`src/rtl/core_mem_xbar_pkg.sv`:
```
// Shared types and constants for the N-master x M-bank core-to-SRAM crossbar.
// Index widths are sized for the largest supported configuration (8 masters, 8 banks).
package core_mem_xbar_pkg;

    localparam int unsigned MAX_MASTER   = 8;
    localparam int unsigned MAX_BANK     = 8;
    localparam int unsigned BANK_IDX_W   = (MAX_BANK > 1) ? $clog2(MAX_BANK) : 1;
    localparam int unsigned MASTER_IDX_W = (MAX_MASTER > 1) ? $clog2(MAX_MASTER) : 1;

    typedef logic [BANK_IDX_W-1:0]   bank_idx_t;
    typedef logic [MASTER_IDX_W-1:0] master_idx_t;

    // One outstanding response per master: which bank to route, or a miss/write with no data.
    typedef struct packed {
        logic      valid;
        bank_idx_t bank_idx;
        logic      miss;
        logic      we;
    } rsp_trk_t;

    // Read data returned for misses and writes, replicated to the data width.
    localparam logic MISS_RDATA = 1'b0;

endpackage

```
`src/rtl/core_mem_xbar_rr_arb.sv`:
```
// Round-robin arbiter for one SRAM bank: one-hot grant, pointer advances past the winner.
module core_mem_xbar_rr_arb
    import core_mem_xbar_pkg::*;
#(
    parameter int unsigned NB_REQ = 2
) (
    input  logic              clk_i,
    input  logic              rst_ni,
    input  logic [NB_REQ-1:0] i_req,
    output logic [NB_REQ-1:0] o_gnt
);

    master_idx_t r_ptr;
    master_idx_t w_gnt_idx;
    logic        w_any;

    // Search from the pointer upward first, then wrap around to the lower indices.
    always_comb begin
        o_gnt     = '0;
        w_gnt_idx = '0;
        w_any     = 1'b0;
        for (int k = 0; k < NB_REQ; k++) begin
            if (!w_any && i_req[k] && (k >= int'(r_ptr))) begin
                w_any     = 1'b1;
                w_gnt_idx = master_idx_t'(k);
                o_gnt[k]  = 1'b1;
            end
        end
        for (int k = 0; k < NB_REQ; k++) begin
            if (!w_any && i_req[k] && (k < int'(r_ptr))) begin
                w_any     = 1'b1;
                w_gnt_idx = master_idx_t'(k);
                o_gnt[k]  = 1'b1;
            end
        end
    end

    always_ff @(posedge clk_i or negedge rst_ni) begin
        if (!rst_ni) begin
            r_ptr <= '0;
        end else if (w_any) begin
            r_ptr <= (w_gnt_idx == master_idx_t'(NB_REQ - 1)) ? '0 : w_gnt_idx + 1'b1;
        end
    end

endmodule

```
`src/rtl/core_mem_xbar.sv`:
```
// N-master x M-bank crossbar: address decode, per-bank round-robin, one-cycle response routing.
// Optional macro CORE_MEM_XBAR_ERR_EN adds m_err_o, flagging decode misses alongside m_rvalid_o.
module core_mem_xbar
    import core_mem_xbar_pkg::*;
#(
    parameter int unsigned NB_MASTER      = 2,
    parameter int unsigned NB_BANK        = 2,
    parameter int unsigned ADDR_WIDTH     = 32,
    parameter int unsigned DATA_WIDTH     = 32,
    parameter int unsigned BANK_BYTES     = 32768,
    parameter int unsigned MEM_ADDR_WIDTH = $clog2(BANK_BYTES / (DATA_WIDTH / 8))
) (
    input  logic                                 clk_i,
    input  logic                                 rst_ni,
    input  logic [NB_MASTER-1:0]                 m_req_i,
    output logic [NB_MASTER-1:0]                 m_gnt_o,
    output logic [NB_MASTER-1:0]                 m_rvalid_o,
`ifdef CORE_MEM_XBAR_ERR_EN
    output logic [NB_MASTER-1:0]                 m_err_o,
`endif
    input  logic [NB_MASTER-1:0]                 m_we_i,
    input  logic [NB_MASTER*DATA_WIDTH/8-1:0]    m_be_i,
    input  logic [NB_MASTER*ADDR_WIDTH-1:0]      m_addr_i,
    input  logic [NB_MASTER*DATA_WIDTH-1:0]      m_wdata_i,
    output logic [NB_MASTER*DATA_WIDTH-1:0]      m_rdata_o,
    input  logic [NB_BANK*ADDR_WIDTH-1:0]        start_addr_i,
    input  logic [NB_BANK*ADDR_WIDTH-1:0]        end_addr_i,
    output logic [NB_BANK-1:0]                   mem_req_o,
    output logic [NB_BANK-1:0]                   mem_we_o,
    output logic [NB_BANK*DATA_WIDTH/8-1:0]      mem_be_o,
    output logic [NB_BANK*MEM_ADDR_WIDTH-1:0]    mem_addr_o,
    output logic [NB_BANK*DATA_WIDTH-1:0]        mem_wdata_o,
    input  logic [NB_BANK*DATA_WIDTH-1:0]        mem_rdata_i
);

    localparam int unsigned BE_W       = DATA_WIDTH / 8;
    localparam int unsigned BYTE_SHIFT = (BE_W > 1) ? $clog2(BE_W) : 0;

    logic [NB_MASTER-1:0]  w_req;
    logic [NB_MASTER-1:0]  w_miss;
    logic [NB_MASTER-1:0]  w_gnt;
    bank_idx_t             w_bidx [NB_MASTER];
    logic [NB_MASTER-1:0]  w_breq [NB_BANK];
    logic [NB_MASTER-1:0]  w_bgnt [NB_BANK];
    logic [ADDR_WIDTH-1:0] w_off  [NB_BANK];
    logic                  w_unused_off;
    rsp_trk_t              r_trk  [NB_MASTER];

    // Requests are masked during reset so nothing is granted or driven to the banks.
    assign w_req = m_req_i & {NB_MASTER{rst_ni}};

    // Descending scan so the lowest-index bank wins on overlapping ranges.
    always_comb begin
        for (int m = 0; m < NB_MASTER; m++) begin
            w_miss[m] = 1'b1;
            w_bidx[m] = '0;
            for (int b = NB_BANK - 1; b >= 0; b--) begin
                if ((m_addr_i[m*ADDR_WIDTH +: ADDR_WIDTH] >= start_addr_i[b*ADDR_WIDTH +: ADDR_WIDTH]) &&
                    (m_addr_i[m*ADDR_WIDTH +: ADDR_WIDTH] <= end_addr_i[b*ADDR_WIDTH +: ADDR_WIDTH])) begin
                    w_miss[m] = 1'b0;
                    w_bidx[m] = bank_idx_t'(b);
                end
            end
        end
    end

    always_comb begin
        for (int b = 0; b < NB_BANK; b++) begin
            for (int m = 0; m < NB_MASTER; m++) begin
                w_breq[b][m] = w_req[m] & ~w_miss[m] & (w_bidx[m] == bank_idx_t'(b));
            end
        end
    end

    for (genvar gi = 0; gi < NB_BANK; gi++) begin : g_bank
        core_mem_xbar_rr_arb #(
            .NB_REQ (NB_MASTER)
        ) u_arb (
            .clk_i  (clk_i),
            .rst_ni (rst_ni),
            .i_req  (w_breq[gi]),
            .o_gnt  (w_bgnt[gi])
        );
    end

    // Misses need no bank slot, so they are granted unconditionally.
    always_comb begin
        for (int m = 0; m < NB_MASTER; m++) begin
            w_gnt[m] = w_req[m] & w_miss[m];
            for (int b = 0; b < NB_BANK; b++) begin
                w_gnt[m] = w_gnt[m] | w_bgnt[b][m];
            end
        end
    end

    assign m_gnt_o = w_gnt;

    always_comb begin
        mem_req_o   = '0;
        mem_we_o    = '0;
        mem_be_o    = '0;
        mem_addr_o  = '0;
        mem_wdata_o = '0;
        for (int b = 0; b < NB_BANK; b++) begin
            w_off[b] = '0;
            for (int m = 0; m < NB_MASTER; m++) begin
                if (w_bgnt[b][m]) begin
                    mem_req_o[b]                        = 1'b1;
                    mem_we_o[b]                         = m_we_i[m];
                    mem_be_o[b*BE_W +: BE_W]            = m_be_i[m*BE_W +: BE_W];
                    mem_wdata_o[b*DATA_WIDTH +: DATA_WIDTH] = m_wdata_i[m*DATA_WIDTH +: DATA_WIDTH];
                    w_off[b] = m_addr_i[m*ADDR_WIDTH +: ADDR_WIDTH] - start_addr_i[b*ADDR_WIDTH +: ADDR_WIDTH];
                end
            end
            mem_addr_o[b*MEM_ADDR_WIDTH +: MEM_ADDR_WIDTH] = w_off[b][BYTE_SHIFT +: MEM_ADDR_WIDTH];
        end
    end

    // Byte-lane and above-bank offset bits are intentionally dropped from the word address.
    always_comb begin
        w_unused_off = 1'b0;
        for (int b = 0; b < NB_BANK; b++) begin
            w_unused_off = w_unused_off ^ (^w_off[b]);
        end
    end

    always_ff @(posedge clk_i or negedge rst_ni) begin
        if (!rst_ni) begin
            for (int m = 0; m < NB_MASTER; m++) begin
                r_trk[m] <= '0;
            end
        end else begin
            for (int m = 0; m < NB_MASTER; m++) begin
                r_trk[m].valid <= w_gnt[m];
                if (w_gnt[m]) begin
                    r_trk[m].bank_idx <= w_bidx[m];
                    r_trk[m].miss     <= w_miss[m];
                    r_trk[m].we       <= m_we_i[m];
                end
            end
        end
    end

    always_comb begin
        for (int m = 0; m < NB_MASTER; m++) begin
            m_rvalid_o[m] = r_trk[m].valid;
`ifdef CORE_MEM_XBAR_ERR_EN
            m_err_o[m]    = r_trk[m].valid & r_trk[m].miss;
`endif
            m_rdata_o[m*DATA_WIDTH +: DATA_WIDTH] = {DATA_WIDTH{MISS_RDATA}};
            if (r_trk[m].valid && !r_trk[m].miss && !r_trk[m].we) begin
                for (int b = 0; b < NB_BANK; b++) begin
                    if (r_trk[m].bank_idx == bank_idx_t'(b)) begin
                        m_rdata_o[m*DATA_WIDTH +: DATA_WIDTH] = mem_rdata_i[b*DATA_WIDTH +: DATA_WIDTH];
                    end
                end
            end
        end
    end

endmodule

```
`config.mk`:
```
export PLATFORM = sky130hd
export DESIGN_NAME = core_mem_xbar
export DESIGN_NICKNAME = d
export VERILOG_FILES = /design/src/rtl/core_mem_xbar_pkg.sv /design/src/rtl/core_mem_xbar_rr_arb.sv /design/src/rtl/core_mem_xbar.sv
export SDC_FILE = /design/constraint.sdc
export NUM_CORES = 1
export LEC_CHECK = 0
export BUFFER_PORTS_ARGS = -buffer_cell sky130_fd_sc_hd__buf_2
export CAP_MARGIN = 20
export CORE_AREA = 2 2 198 200
export CTS_CLUSTER_DIAMETER = 80
export CTS_CLUSTER_SIZE = 8
export DETAILED_ROUTE_END_ITERATION = 6
export DIE_AREA = 0 0 200 202
export HOLD_SLACK_MARGIN = 0.08
export MAX_ROUTING_LAYER = met4
export PLACE_DENSITY = 0.53
export REMOVE_ABC_BUFFERS = 1
export SETUP_SLACK_MARGIN = 0.2
export SKIP_LAST_GASP = 1
export SYNTH_ARGS = -nofsm -noshare
export SYNTH_HDL_FRONTEND = slang
export SYNTH_HIERARCHICAL = 1
export SYNTH_SLANG_ARGS = --single-unit
```
`constraint.sdc`:
```
create_clock -name clk_i -period 3.5 [get_ports clk_i]
set_clock_uncertainty 0.1 [all_clocks]
set_input_delay 0.35 -clock clk_i [delete_from_list [all_inputs] [get_ports clk_i]]
set_output_delay 0.35 -clock clk_i [all_outputs]
set_load 0.02 [all_outputs]
```
==> results.sh <==
export IMPL_drtIter0Drc=847
export IMPL_vias=13453
export IMPL_antenna_found_initial=10
export IMPL_cts_buffer_depth=2
export IMPL_fin_tns_setup_ns=-34.19
export IMPL_async_flop_share_pct=100.0
export IMPL_crit_arrival_ns=3.46
export IMPL_fin_util_pct=45.70
export IMPL_drt_wirelength_per_cell_um=19.71
export IMPL_synth_edff_count=0
export IMPL_timing_slew_headroom_pct=25.09
export IMPL_cp_data_required_time_ns=3.05
export IMPL_cts_sinks=10
export IMPL_setup_viol=105
export IMPL_yosysTopAreaCell="ha_1"
export IMPL_hp_class="in -> reg"
export IMPL_start_kind="input port"
export IMPL_syn_area_per_cell_um2=7.139
export IMPL_drc=0
export IMPL_fin_nets=2747
export IMPL_synth_seq_cells=10
export IMPL_synth_top_area_share_pct=33.56
export IMPL_tritoncts="done"
export IMPL_cp_max_fo=4
export IMPL_fin_area_mm2=0.01750
export IMPL_die_x_um=200
export IMPL_ios=504
export IMPL_rows=72
export IMPL_area_delta_synth_final_pct=83.31
export IMPL_wirelength_um=52840
export IMPL_layout_drive_gt1_share_pct=49.03
export IMPL_clock_tree_root_cell="clkbuf_16"
export IMPL_synthTopCellsByArea="ha_1 34%, mux2i_1 6.7%, nand2_1 6.1%, inv_1 5.7%, a21oi_1 5.3%"
export IMPL_finalWeightedCongestion=0.9465
export IMPL_tightest_slew_ns=1.121
export IMPL_drv_slew=0
export IMPL_max_freq_mhz=255.6
export IMPL_synth_common_cells="256 x ha_1, 156 x nand2_1, 146 x inv_1, 116 x nor2_1, 102 x a21oi_1"
export IMPL_synthFlopType="dfrtp_1"
export IMPL_final_antenna_net_count=0
export IMPL_htreeDepth=1
export IMPL_dp_hpwl_um=44400
export IMPL_crit_type="in -> out"
export IMPL_grt_pass1_wl_um=75290
export IMPL_final_seq_area_um2=252.7
export IMPL_vdd_drop_max_mv=0.1741
export IMPL_insertion_delay_ns=0.24
export IMPL_core_area_mm2=0.03829
export IMPL_die_area_mm2=0.04040
export IMPL_synth_seq_area_share_pct=2.622
export IMPL_dieHeight_um=202
export IMPL_synthCells=1337
export IMPL_grt_max_degree=37
export IMPL_grt_pass1_vias=13333
export IMPL_layout_min_cycle_time_ns=3.912
export IMPL_synth_warnings=6
export IMPL_netlist_area_mm2=0.009545
export IMPL_firstDrtPassIters=6
export IMPL_final_setup_worst_slack_ns=-0.4121
export IMPL_timing_hold_ws_ns=0.3421
export IMPL_violations="negative setup slack"
export IMPL_fillers=3786
export IMPL_grt_use_total_pct=24.96
export IMPL_dpl_cell_area_mm2=0.01500
export IMPL_fin_crit_sh_pct=111.8
export IMPL_final_hold_viol_count=0
export IMPL_rsz0062_at_grt="yes"
export IMPL_drv_cap=0
export IMPL_multi_input_area_mm2=0.009804
export IMPL_port_buffers=503
export IMPL_cts_buffers=3
export IMPL_grt_overflow=0
export IMPL_initial_core_util_pct=24.93
export IMPL_yosys_cell_types_count=68
export IMPL_synth_most_common_cell="ha_1"
export IMPL_clk_pin_slew_ns=0.04
export IMPL_p_per_area_mw_per_mm2=178.5
export IMPL_status="finished with violations"
export IMPL_viasPerCell=5.018
export IMPL_critPathCaptureType="output pin"
export IMPL_power_leakage_nw=9.195
per-stage QoR:
| step | worst slack (ns) | total power [mW] | std cells |
|---|---|---|---|
| 4_1_cts | -0.2581 | 2.972 | 2657 |
| 6_report | -0.4121 | 3.124 | 2681 |
| 2_1_floorplan | -2.359 | 1.391 | 1295 |
| 3_5_place_dp | -0.8574 | 2.480 | 2626 |
| 3_3_place_gp | -0.7387 | 2.446 | 2626 |
| 5_1_grt | -0.5181 | 3.363 | 2681 |
routing by layer:
metal,vias up,GRT usage (%),share of wire [%],wire length [um]
li1,6551,-,-,-
met1,6311,28.59,41,21480
met2,496,45.03,50,26600
met3,95,2.636,5.9,3136
met4,0,8.042,3.0,1611
met5,-,-,0,0
cell families after synthesis:
family	Yosys count	synth area share [%]
adders and majority gates	256	33.56
buffers and inverters	188	7.471
muxes	66	6.986
AOI/OAI and AO/OA	366	26.07
xor gates and xnor gates	37	3.395
DFF	10	2.622
and+or+nand+nor	414	19.90
flip-flops by register name, summed over array words and instances, names as in the netlist:
name,count
m_rvalid_o,2
g_bank.u_arb/r_ptr,2
r_trk,6
where the power goes:
group	switching (mW)	internal, mW	total (mW)	leakage [nW]
Combinational	1.33	1.31	2.64	9.03
Sequential	0.104	0.150	0.254	0.118
Clock	0.0576	0.172	0.230	0.0442
worst max-delay path, cell delays in order:
cell       delay (ns)
buf_2            0.10
inv_1            0.10
ha_4             0.22
a21oi_4          0.17
o21ai_4          0.11
a2111oi_4        0.32
o211ai_1         0.19
o211ai_1         0.39
o2bb2ai_4        0.19
nand2_2          0.08
nor2_2           0.15
a21boi_4         0.25
inv_4            0.08
buf_8            0.14
a2111oi_4        0.32
a21o_1           0.16
buf_6            0.13
final timing paths:
kind,to,startpoint,slack [ns],cells past startpoint
setup reg to reg,r_trk[0],g_bank[1].u_arb/r_ptr[0],1.47,7
hold reg to reg,r_trk[6],r_trk[6],0.41,1
setup / recovery,mem_addr_o[14],start_addr_i[17],-0.41,17
max in group asynchronous,r_trk[8],rst_ni,2.36,2
hold / removal,r_trk[0],m_we_i[1],0.34,2
min in group asynchronous,g_bank[0].u_arb/r_ptr[0],rst_ni,0.57,2
timing repair:
item,in CTS,in global routing
setup buffers,22,12
cloned,4,5
endpoints found under the setup margin,112,110
endpoints found under the hold margin,10,0
resized for setup,288,163
pin swaps,61,50
hold buffers,1,0
area by class of cell:
cell class / count / share of cell area [%]
Clock buffer: 4 / 0.5077
Sequential cell: 10 / 1.444
Inverter: 146 / 3.261
Multi-Input combinational cell: 1139 / 56.03
Timing Repair Buffer: 857 / 34.95
Tap cell: 518 / 3.704
Antenna cell: 7 / 0.1001
placed cells by master, fill, tap and decap left out, types with 7 or more instances in the layout:
master and instances:
nor2_1 101, o21ai_1 22, diode_2 7, inv_1 127
nor2_2 8, nand4_1 38, nand2_1 137, inv_2 11
xor2_1 18, nor3_1 11, a22o_4 8, dfrtp_1 8
buf_12 13, ha_1 221, o21ai_0 47, nor2b_1 8
a22o_1 47, buf_8 9, nand3_1 24, mux2i_1 64
ha_4 35, nand2_2 14, nor2_4 7, o211ai_1 9
inv_4 7, o21ai_2 16, nand2b_1 9, buf_2 402
clkbuf_16 7, buf_6 76, xnor2_1 19, a21oi_2 13
buf_4 346, a21oi_1 86, a21o_1 27, o21a_1 9
Note: power is estimated with default switching activity, not from simulation.
